--- config.mk ---
export PLATFORM = sky130hd
export DESIGN_NAME = hex_field_scheduler
export DESIGN_NICKNAME = d
export VERILOG_FILES = /design/src/rtl/hex_field_scheduler.sv
export SDC_FILE = /design/constraint.sdc
export NUM_CORES = 1
export LEC_CHECK = 0
export CORE_MARGIN = 3
export CORE_UTILIZATION = 48
export DETAILED_ROUTE_END_ITERATION = 8
export MAX_ROUTING_LAYER = met4
export PLACE_DENSITY = 0.79
export SYNTH_ARGS = -nofsm -noshare
export SYNTH_HDL_FRONTEND = slang
export SYNTH_SLANG_ARGS = --single-unit
--- constraint.sdc ---
create_clock -name clk -period 2.5 [get_ports clk]
set_input_delay 0.25 -clock clk [delete_from_list [all_inputs] [get_ports clk]]
set_output_delay 0.25 -clock clk [all_outputs]
set_load 0.03 [all_outputs]
--- src/rtl/hex_field_scheduler.sv ---
// Beam-driven sequencer that steps one seven-segment renderer across a row of
// hex digit cells, with a frame-synchronised value snapshot loaded via valid/ready.
module hex_field_scheduler #(
  parameter int unsigned DIGITS   = 8,
  parameter int unsigned CELL_W   = 80,
  parameter int unsigned ORIGIN_X = 60,
  parameter int unsigned ORIGIN_Y = 240,
  parameter int unsigned BAND_H   = 25
) (
  input  logic                  clk,
  input  logic                  rst_n,
  input  logic                  pix_en,
  input  logic [10:0]           x,
  input  logic [10:0]           y,
  input  logic [4*DIGITS-1:0]   value,
  input  logic                  value_valid,
  output logic                  value_ready,
  output logic [3:0]            digit,
  output logic [10:0]           cx,
  output logic [10:0]           cy,
  output logic [10:0]           px,
  output logic [10:0]           py,
  output logic                  active
);

  localparam int unsigned VW = 4 * DIGITS;
  localparam int unsigned IW = (DIGITS > 1) ? $clog2(DIGITS) : 1;
  localparam int unsigned OW = (CELL_W > 1) ? $clog2(CELL_W) : 1;

  localparam logic [10:0]   X0       = 11'(ORIGIN_X - CELL_W / 2);
  localparam logic [10:0]   Y_LO     = 11'(ORIGIN_Y - BAND_H);
  localparam logic [10:0]   Y_HI     = 11'(ORIGIN_Y + BAND_H);
  localparam logic [10:0]   CX0      = 11'(ORIGIN_X);
  localparam logic [10:0]   CY0      = 11'(ORIGIN_Y);
  localparam logic [10:0]   STEP     = 11'(CELL_W);
  localparam logic [IW-1:0] IDX_LAST = IW'(DIGITS - 1);
  localparam logic [OW-1:0] OFF_LAST = OW'(CELL_W - 1);

  typedef enum logic [1:0] {IDLE, SCAN, DONE} state_e;

  state_e          state_q, state_d;
  logic [IW-1:0]   idx_q, idx_d;
  logic [OW-1:0]   off_q, off_d;
  logic [10:0]     cxa_q, cxa_d;
  logic [VW-1:0]   disp_q, disp_d;
  logic [VW-1:0]   pend_q, pend_d;
  logic            pend_full_q, pend_full_d;
  logic [3:0]      digit_q, digit_d;
  logic [10:0]     cx_q, cx_d;
  logic [10:0]     cy_q, cy_d;
  logic [10:0]     px_q, px_d;
  logic [10:0]     py_q, py_d;
  logic            active_q, active_d;

  logic            xfer;
  logic            frame_start;
  logic            in_band;
  logic            sample_act;
  logic [3:0]      nib;

  assign value_ready = ~pend_full_q;
  assign xfer        = value_valid & ~pend_full_q;
  assign frame_start = pix_en && (x == '0) && (y == '0);
  assign in_band     = (y >= Y_LO) && (y <= Y_HI);

  // An offer landing on the frame-start cycle skips the pending slot entirely.
  always_comb begin
    disp_d      = disp_q;
    pend_d      = pend_q;
    pend_full_d = pend_full_q;
    if (frame_start && pend_full_q) begin
      disp_d      = pend_q;
      pend_full_d = 1'b0;
    end else if (frame_start && xfer) begin
      disp_d = value;
    end else if (xfer) begin
      pend_d      = value;
      pend_full_d = 1'b1;
    end
  end

  // The cell state is advanced before the sample is classified, so the
  // registered outputs describe the cell this sample actually falls in.
  always_comb begin
    state_d    = state_q;
    idx_d      = idx_q;
    off_d      = off_q;
    cxa_d      = cxa_q;
    sample_act = 1'b0;
    if (pix_en) begin
      if (x == '0) begin
        state_d = IDLE;
      end else begin
        case (state_q)
          IDLE: begin
            if (x == X0 && in_band) begin
              state_d    = SCAN;
              idx_d      = '0;
              off_d      = '0;
              cxa_d      = CX0;
              sample_act = 1'b1;
            end
          end
          SCAN: begin
            if (!in_band) begin
              state_d = DONE;
            end else if (off_q == OFF_LAST) begin
              if (idx_q == IDX_LAST) begin
                state_d = DONE;
              end else begin
                idx_d      = idx_q + IW'(1);
                off_d      = '0;
                cxa_d      = cxa_q + STEP;
                sample_act = 1'b1;
              end
            end else begin
              off_d      = off_q + OW'(1);
              sample_act = 1'b1;
            end
          end
          DONE:    state_d = DONE;
          default: state_d = IDLE;
        endcase
      end
    end
  end

  always_comb begin
    nib = '0;
    for (int unsigned k = 0; k < DIGITS; k++) begin
      if (idx_d == IW'(k)) nib = disp_q[4*(DIGITS-1-k) +: 4];
    end
  end

  always_comb begin
    digit_d  = digit_q;
    cx_d     = cx_q;
    cy_d     = cy_q;
    px_d     = px_q;
    py_d     = py_q;
    active_d = active_q;
    if (pix_en) begin
      active_d = sample_act;
      px_d     = x;
      py_d     = y;
      cy_d     = sample_act ? CY0   : '0;
      cx_d     = sample_act ? cxa_d : '0;
      digit_d  = sample_act ? nib   : '0;
    end
  end

  always_ff @(posedge clk or negedge rst_n) begin
    if (!rst_n) begin
      state_q     <= IDLE;
      idx_q       <= '0;
      off_q       <= '0;
      cxa_q       <= '0;
      disp_q      <= '0;
      pend_q      <= '0;
      pend_full_q <= 1'b0;
      digit_q     <= '0;
      cx_q        <= '0;
      cy_q        <= '0;
      px_q        <= '0;
      py_q        <= '0;
      active_q    <= 1'b0;
    end else begin
      state_q     <= state_d;
      idx_q       <= idx_d;
      off_q       <= off_d;
      cxa_q       <= cxa_d;
      disp_q      <= disp_d;
      pend_q      <= pend_d;
      pend_full_q <= pend_full_d;
      digit_q     <= digit_d;
      cx_q        <= cx_d;
      cy_q        <= cy_d;
      px_q        <= px_d;
      py_q        <= py_d;
      active_q    <= active_d;
    end
  end

  assign digit  = digit_q;
  assign cx     = cx_q;
  assign cy     = cy_q;
  assign px     = px_q;
  assign py     = py_q;
  assign active = active_q;

endmodule

==> impl_metrics.toml <==
[run_status]
status = "completed"

[setup_path]
cp_max_fo = 7
arrival_ns = 2.80
path_class = "input pin to register"
cp-end-kind = "register"
critical_path_required_ns = 2.80
start_kind = "input pin"

[logic_synthesis]
ys_seq_area_share_pct = 52.1
synth_xor_area_share_pct = 0.145
synth_cell_types = 58
yosys.area_share.adder_pct = 1.03
syn_inst = 559
synth-seq-cells = 126
synth-compound-area-share_pct = 16.8
syn_area_sq_um = 6050
postSynthAreaPerCell_sq_um = 10.8
synth_edf_count = 0
synth_top_family_by_area = "compound AO/OA/AOI/OAI gates"
ys_warn_count = 0
yosys.area_share.simple_pct = 11.9
synthFlopType = "dfrtp_1"
async_flop_share_pct = 100
synth_mux_area_share_pct = 12.9

[floorplanning]
core-area_sq_um = 12200
die_height_um = 118
ios = 108
initial_core_util_pct = 49.7
num_rows = 40
die_area_sq_um = 14000
die-width_um = 118

[global_routing]
grt_max_degree = 58
grt_pass1_vias = 5309
grt_overflow = 0
antenna_found_initial = 0
grtUsageTotal_pct = 23.5
grt_pass1_wl_mm = 25.8

[clocking]
cts_htree_levels = 4
worst_skew_pair.late_latency_ns = 0.42
cts_tree = "yes"
ctsRootBufferMaster = "clkbuf_16"
clkTransAtPathRegs_ns = 0.05
cts_buffers = 17
clock_sinks = 126
clk_path_buf_depth = 2

[drt]
drtAntennaViolNets = 0
drcViolationCount = 0
via_per_inst = 5.51
wire_per_inst_um = 17.1
totalWireLength_mm = 15.5
vias = 4988
drtIter0Drc = 272
drtPass1Iterations = 5

[place]
hpwlAfterDp_mm = 11.1
io_buffer_count = 100
place.gp.congestion = 0.888
dpl_cell_area_sq_um = 7700

[final_layout]
finalNetCount = 788
drive_gt1_share_pct = 25.6
final_common_cell = "dfrtp_1"
area_delta_synth_final_pct = 38.8
num_antenna_cells = 0
fill_cells = 940
regArea_sq_um = 3150
final_cell_mix = "126 x dfrtp_1, 98 x clkdlybuf4s50_1, 74 x buf_4"
final_area_sq_um = 8400
multi_input_area_sq_um = 2710

[timing]
relSlewSlack_pct = 50.9
worst_pin_slew_ns = 0.737
rsz0062_at_grt = "true"
min_period_over_period_pct = 99.8
hold_viol = 0
final.setup.tns_ns = 0
setup_viol = 0
slew_viol_final = 0
period_needed_ns = 2.49
timing.fmax_mhz = 401
skew_ns = 0.00834

[hold_path]
min_path_type = "input pin to register"

[power]
leakage_nw = 3.80
p_total_mw = 5.04
vdd_drop_max_mv = 0.409
power.density_nw_per_um2 = 600

[job]
cap_violations = 0
-- logic make-up after synthesis --
kind of cell,Yosys count
DFF,126
buffers and inverters,63
muxes,71
and+or+nand+nor,142
AOI/OAI and AO/OA,150
xor gates and xnor gates,1
adders and majority gates,5
other,1
-- per-layer routing --
| metal | share of wire, % | GRT usage [%] |
|---|---|---|
| met5 | 0 | - |
| met4 | 2.1 | 8.79 |
| met3 | 4.1 | 5.60 |
| met2 | 52 | 40.3 |
| met1 | 42 | 26.8 |
-- through the flow --
stage               hold slack [ns]  utilization (%)  cells  setup slack, ns
finish                        0.387             69.0    905          0.00558
global route                  0.402             69.0    905           -0.121
CTS                           0.378             68.3    902          0.00638
detailed placement            0.355             63.3    868           -0.517
global placement              0.340             63.3    868           -0.442
floorplan                   -0.0456                -    565         0.000825
-- critical path, cell delays in order --
cell	delay, ns
clkdlybuf4s50_1	0.52
nand3_1	0.10
a311o_1	0.39
buf_4	0.17
a211oi_4	0.30
nor3b_2	0.25
a21o_4	0.18
mux2i_1	0.23
mux2i_1	0.10
a221o_1	0.31
-- Yosys cell counts, types with 3 or more instances --
cell type / instances / share of area, %
o21ai_0: 37 / 3.1
nand3_1: 15 / 1.2
nor3_1: 3 / 0.25
nor4_1: 5 / 0.52
buf_2: 3 / 0.25
nor2_1: 15 / 0.93
o31a_1: 4 / 0.58
o31ai_1: 3 / 0.37
nand4_1: 4 / 0.41
a31oi_1: 26 / 2.7
o2bb2ai_1: 9 / 1.3
a21oi_1: 17 / 1.4
and3_1: 4 / 0.41
ha_1: 5 / 1.0
a221o_1: 3 / 0.50
clkbuf_1: 22 / 1.4
a21o_1: 5 / 0.62
mux2_2: 55 / 10
mux2i_1: 16 / 2.6
o22ai_1: 18 / 1.9
and2_1: 29 / 3.0
dfrtp_1: 126 / 52
buf_4: 12 / 1.5
inv_1: 21 / 1.3
nand2b_1: 3 / 0.31
a22o_1: 3 / 0.43
nand2_1: 55 / 3.4
a211oi_2: 3 / 0.62
-- report_power, final --
group | switching [mW] | total, mW | internal [mW]
logic | 0.265 | 0.533 | 0.268
clock network | 0.838 | 2.34 | 1.50
registers | 0.0385 | 2.16 | 2.12
-- final timing paths --
path	startpoint	end	slack (ns)	depth (start not counted)
max	y[0]	digit[1]	0.006	10
min	y[5]	py[5]	0.39	2
max reg2reg	idx_q[0]	digit[1]	0.04	8
min reg2reg	cxa_q[3]	cxa_q[3]	0.45	2
max in group asynchronous	rst_n	pend_q[4]	1.33	3
min in group asynchronous	rst_n	px[9]	0.45	2
-- flip-flops by register name (all words and copies together), names as in the netlist, 2 cells and up --
signal,flops
disp_q,32
pend_q,32
cx,11
state_q,2
digit,4
idx_q,3
cxa_q,11
off_q,7
px,11
py,11
-- repair_timing --
action | CTS | global route
endpoints found under the setup margin | 36 | 10
gates resized for setup | 8 | 17
pin swaps | 1 | 4
gates cloned | 0 | 0
hold endpoints to repair | 54 | 0
hold buffers | 1 | 0
buffers inserted | 2 | 3
-- cell type report --
cell class              count  area share [%]
clock buffers              24            5.62
repair buffers            182            20.0
clock inverters             7            1.04
well taps                 168            2.50
flip-flops and latches    126            37.6
inverters                  22           0.983
multi-input cells         376            32.3
Power figures use the tool's default switching activity.
